File: src/rtl/adc_serial_ctrl.sv
// Serial configuration sequencer for the ADC: 16-bit write/read frames on the
// SEN/SCLK/SDATA/SDOUT port plus the hardware reset pulse and settle wait.
module adc_serial_ctrl #(
  parameter int pCLK_DIV       = 4,
  parameter int pRESET_CYCLES  = 16,
  parameter int pSETTLE_CYCLES = 64
) (
  input  logic       clk_usb,
  input  logic       reset_i,
  input  logic       start,
  input  logic       rw,
  input  logic [7:0] addr,
  input  logic [7:0] wdata,
  input  logic       init_req,
  output logic       busy,
  output logic       done,
  output logic [7:0] rdata,
  input  logic       ADC_SDOUT,
  output logic       ADC_SEN,
  output logic       ADC_SCLK,
  output logic       ADC_SDATA,
  output logic       ADC_RESET
);

  localparam logic [7:0]  DIV_LAST    = 8'(pCLK_DIV - 1);
  localparam logic [15:0] RST_LAST    = 16'(pRESET_CYCLES - 1);
  localparam logic [15:0] SETTLE_LAST = 16'(pSETTLE_CYCLES - 1);

  typedef enum logic [2:0] {
    IDLE, RST_HI, RST_SETTLE, SETUP, SHIFT, HOLD, FIN
  } state_t;

  state_t      state_q, state_d;
  logic [15:0] frame_q, frame_d;
  logic        rw_q, rw_d;
  logic [7:0]  div_q, div_d;
  logic [3:0]  bit_q, bit_d;
  logic        phase_q, phase_d;
  logic [15:0] seq_q, seq_d;
  logic [7:0]  sh_q, sh_d;
  logic        cap_q, cap_d;
  logic [7:0]  rdata_q, rdata_d;
  logic        sen_q, sen_d;
  logic        sclk_q, sclk_d;
  logic        sdata_q, sdata_d;
  logic        adc_rst_q, adc_rst_d;
  logic        busy_q, busy_d;
  logic        done_q, done_d;

  always_comb begin
    state_d   = state_q;
    frame_d   = frame_q;
    rw_d      = rw_q;
    div_d     = div_q;
    bit_d     = bit_q;
    phase_d   = phase_q;
    seq_d     = seq_q;
    sh_d      = sh_q;
    rdata_d   = rdata_q;
    cap_d     = 1'b0;
    sen_d     = 1'b1;
    sclk_d    = 1'b0;
    sdata_d   = 1'b0;
    adc_rst_d = 1'b0;
    busy_d    = 1'b0;
    done_d    = 1'b0;

    // cap_q trails the state by one cycle, so SDOUT is sampled on the last
    // cycle SCLK is actually high at the pin.
    if (cap_q) sh_d = {sh_q[6:0], ADC_SDOUT};

    case (state_q)
      IDLE: begin
        div_d   = '0;
        seq_d   = '0;
        bit_d   = 4'd15;
        phase_d = 1'b0;
        if (init_req) begin
          state_d = RST_HI;
        end else if (start) begin
          frame_d = {addr, wdata};
          rw_d    = rw;
          state_d = SETUP;
        end
      end
      RST_HI: begin
        busy_d    = 1'b1;
        adc_rst_d = 1'b1;
        if (seq_q == RST_LAST) begin
          seq_d   = '0;
          state_d = RST_SETTLE;
        end else begin
          seq_d = seq_q + 16'd1;
        end
      end
      RST_SETTLE: begin
        busy_d = 1'b1;
        if (seq_q == SETTLE_LAST) state_d = FIN;
        else                      seq_d   = seq_q + 16'd1;
      end
      SETUP: begin
        busy_d  = 1'b1;
        sen_d   = 1'b0;
        sdata_d = frame_q[15];
        if (div_q == DIV_LAST) begin
          div_d   = '0;
          state_d = SHIFT;
        end else begin
          div_d = div_q + 8'd1;
        end
      end
      SHIFT: begin
        busy_d  = 1'b1;
        sen_d   = 1'b0;
        sclk_d  = phase_q;
        // Read frames drive zeros while the ADC returns the data byte.
        sdata_d = (rw_q && !bit_q[3]) ? 1'b0 : frame_q[bit_q];
        if (div_q == DIV_LAST) begin
          div_d   = '0;
          phase_d = ~phase_q;
          if (phase_q) begin
            cap_d = rw_q & ~bit_q[3];
            if (bit_q == 4'd0) state_d = HOLD;
            else               bit_d   = bit_q - 4'd1;
          end
        end else begin
          div_d = div_q + 8'd1;
        end
      end
      HOLD: begin
        busy_d = 1'b1;
        sen_d  = 1'b0;
        if (div_q == DIV_LAST) begin
          div_d   = '0;
          state_d = FIN;
        end else begin
          div_d = div_q + 8'd1;
        end
      end
      FIN: begin
        done_d  = 1'b1;
        if (rw_q) rdata_d = sh_q;
        state_d = IDLE;
      end
      default: state_d = IDLE;
    endcase
  end

  always_ff @(posedge clk_usb) begin
    if (reset_i) begin
      state_q   <= IDLE;
      frame_q   <= '0;
      rw_q      <= 1'b0;
      div_q     <= '0;
      bit_q     <= 4'd15;
      phase_q   <= 1'b0;
      seq_q     <= '0;
      sh_q      <= '0;
      cap_q     <= 1'b0;
      rdata_q   <= '0;
      sen_q     <= 1'b1;
      sclk_q    <= 1'b0;
      sdata_q   <= 1'b0;
      adc_rst_q <= 1'b0;
      busy_q    <= 1'b0;
      done_q    <= 1'b0;
    end else begin
      state_q   <= state_d;
      frame_q   <= frame_d;
      rw_q      <= rw_d;
      div_q     <= div_d;
      bit_q     <= bit_d;
      phase_q   <= phase_d;
      seq_q     <= seq_d;
      sh_q      <= sh_d;
      cap_q     <= cap_d;
      rdata_q   <= rdata_d;
      sen_q     <= sen_d;
      sclk_q    <= sclk_d;
      sdata_q   <= sdata_d;
      adc_rst_q <= adc_rst_d;
      busy_q    <= busy_d;
      done_q    <= done_d;
    end
  end

  assign busy      = busy_q;
  assign done      = done_q;
  assign rdata     = rdata_q;
  assign ADC_SEN   = sen_q;
  assign ADC_SCLK  = sclk_q;
  assign ADC_SDATA = sdata_q;
  assign ADC_RESET = adc_rst_q;

endmodule
File: config.mk
export PLATFORM = sky130hd
export DESIGN_NAME = adc_serial_ctrl
export DESIGN_NICKNAME = d
export VERILOG_FILES = /design/src/rtl/adc_serial_ctrl.sv
export SDC_FILE = /design/constraint.sdc
export NUM_CORES = 1
export LEC_CHECK = 0
export CORE_MARGIN = 5
export CORE_UTILIZATION = 45
export DETAILED_ROUTE_END_ITERATION = 10
export PLACE_DENSITY = 0.66
export SYNTH_ARGS = -nofsm -noshare
export SYNTH_HDL_FRONTEND = slang
export SYNTH_SLANG_ARGS = --single-unit
File: constraint.sdc
create_clock -name clk_usb -period 5.3 [get_ports clk_usb]
set_input_delay 0.795 -clock clk_usb [delete_from_list [all_inputs] [get_ports clk_usb]]
set_output_delay 0.795 -clock clk_usb [all_outputs]
set_load 0.01 [all_outputs]
==> impl_metrics.yaml <==
pwr:
  ir_worst_vdd_v: 0.000198
  power_leakage_nw: 1.30
  powerDensity_mw_per_mm2: 352
timing:
  fin_crit_sh: 0.494
  timing.fmax_ghz: 0.382
  drv_slew: 0
  slew-limit-headroom: 0.254
  setup_viol: 0
  hold_violations: 0
  worst_slew_pin_slew_ps: 1110
  fin_crit_ps: 2620
  fin_tns_setup_ps: 0
  finalClockSkew_ps: 8.58
  holdWs_ps: 456
  rsz0062_at_grt: "false"
critical_path:
  path_cells: "clkdlybuf4s50_1, buf_4, nor3_1, and2_1, and4b_1"
  critPathMaxStageDelay_ps: 1210
  crit_path_end_kind: "register"
  crit_fanout: 30
  required_ps: 5550
  setup.worst_path.class: "primary input to register"
  worst-endpoint-arrival_ps: 2870
  crit_path_top_delay_cell: "clkdlybuf4s50_1"
  r2r_slack_ps: 3020
  startpoint_type: "primary input"
synthesis:
  syn_area_mm2: 0.00321
  synth_seq_area_share: 0.449
  syn_inst: 376
  synth-main-ff-cell: "dfxtp_1"
  syn-num-nets: 401
  synth_cell_types: 50
  synthTopCellsByArea: "dfxtp_1 (45%), nand2_1 (7.8%), a21oi_1 (6.4%), nor2_1 (3.9%), mux2i_1 (3.1%)"
  synth-edff-count: 0
  async_reset_ff_frac: 0
  syn-mean-instance-area_um2: 8.53
  ys_seq_elements: 72
  yosys.area.top_type_share: 0.449
  yosysWarnings: 0
  synth_most_common_cell: "dfxtp_1"
  yosys-top-cells-count: "dfxtp_1 (72), nand2_1 (67), a21oi_1 (41)"
  yosysTopAreaCell: "dfxtp_1"
route:
  vias_per_cell: 5.27
  ant_nets: 0
  num_vias: 2649
  drc: 0
  drt_iter0_drc: 112
  wl_um: 6600
  wl_per_cell_um: 13.1
  drt_first_pass_iters: 4
clock_tree:
  cts_made_buffers: 9
  h-tree-depth: 3
  cts_root_buf: "clkbuf_8"
  cts_tree: "built"
  hold_buffers: 0
  clock_path_buffers: 2
  clk-insertion-delay-late_ps: 350
  cts_setup_buffers: 0
  ctsResizeCount: 0
  cts.clk_slew.worst_paths_ps: 80
  clock_sinks: 72
global_route:
  grt_pass1_vias: 2567
  grt.overflow.total: 0
  grt_usage: 0.161
  grt_max_degree: 31
  grt_pass1_wl_um: 11400
  antenna_found_initial: 0
floorplanning:
  coreArea_mm2: 0.00687
  ios: 36
  rows: 30
  start_util: 0.467
  dieArea_mm2: 0.00892
  die_x_um: 94.4
  die_h_um: 94.4
place:
  globalplace.congestion: 0.831
  dp.final_hpwl_um: 4610
  dpl_cell_area_mm2: 0.00360
  port_buffers: 35
flow_run:
  drv_cap: 0
finish:
  drive_gt1_frac: 0.0762
  area_growth_pct: 17.7
  design_area_mm2: 0.00377
  antenna_cells: 0
  fin_nets: 427
worst_hold_path:
  hold_path.class: "register to register"
outcome:
  status: "finished, final reports clean"
==> flip-flops by register name, summed over array words and instances, names as in the netlist <==
| name | count |
|---|---|
| frame_q | 16 |
| seq_q | 16 |
| div_q | 8 |
| rdata | 8 |
| sh_q | 8 |
| bit_q | 4 |
| state_q | 3 |
| ADC_RESET | 1 |
| ADC_SCLK | 1 |
| ADC_SDATA | 1 |
| ADC_SEN | 1 |
| busy | 1 |
| cap_q | 1 |
| done | 1 |
| phase_q | 1 |
| rw_q | 1 |
==> cells in the final DEF, fill, tap and decap left out, drive strengths merged, types with 4 or more instances in the layout <==
| cell | Yosys | routed |
|---|---|---|
| a21oi | 41 | 41 |
| and3 | 9 | 9 |
| clkbuf | 13 | 10 |
| clkdlybuf4s50 | 0 | 35 |
| clkinv | 0 | 4 |
| dfxtp | 72 | 72 |
| inv | 8 | 8 |
| mux2i | 10 | 10 |
| mux4 | 4 | 4 |
| nand2 | 67 | 67 |
| nand3 | 10 | 10 |
| nand3b | 4 | 4 |
| nand4 | 8 | 8 |
| nor2 | 34 | 34 |
| nor3 | 11 | 11 |
| nor4 | 4 | 4 |
| o21ai | 16 | 16 |
| or3 | 4 | 4 |
| xnor2 | 4 | 4 |
| xor2 | 10 | 10 |
==> per-stage QoR <==
stage	cells	total power, mW	worst slack (ps)	util
2_1_floorplan	376	0.883	3490	-
3_3_place_gp	487	0.959	2330	0.524
3_5_place_dp	487	0.963	2320	0.524
4_1_cts	503	1.35	2690	0.550
5_1_grt	503	1.41	2580	0.550
6_report	503	1.33	2680	0.550
==> critical path: cells and delay by family <==
family	cells	cell delay (ps)
AND/OR/NAND/NOR	3	460
buffers and inverters	2	1600
==> metal layers <==
layer / vias up / routed length [um] / part of all wire / track usage
met5: - / 0 / 0 / 0
met4: 0 / 104 / 0.016 / 0.0722
met3: 10 / 201 / 0.030 / 0.0462
met2: 38 / 3160 / 0.48 / 0.269
met1: 1223 / 3130 / 0.47 / 0.193
li1: 1378 / - / - / -
==> kinds of logic (layout without fill, tap and decap cells) <==
kind of cell | count (synthesis) | in the layout | share of synthesized area
compound gates | 77 | 77 | 0.148
xor+xnor | 14 | 14 | 0.0382
fa+ha+maj | 3 | 3 | 0.0117
buf+inv | 29 | 60 | 0.0359
flops | 72 | 72 | 0.449
mux | 15 | 15 | 0.0628
simple gates | 166 | 166 | 0.254
==> final timing paths <==
kind / from / to / cells past startpoint
worst max-delay path: reset_i / cap_q / 5
worst min-delay path: rdata[7] / rdata[7] / 2
worst max register to register: state_q[0] / div_q[7] / 5
worst min register to register: rdata[7] / rdata[7] / 2
==> report_power, final <==
group	internal, mW	total [mW]	switching [mW]
clock network	0.171	0.379	0.208
logic	0.131	0.303	0.172
registers	0.584	0.647	0.0635
total	0.885	1.33	0.444
==> area by class of cell <==
cell class / instances / area, um^2
fill: 645 / 3090
timing repair buffer: 36 / 358
multi-input combinational: 275 / 1650
clock inverter: 6 / 46.3
sequential: 72 / 1440
inverter: 8 / 30.0
clock buffer: 10 / 128
tap: 96 / 120
Power figures use the tool's default switching activity.
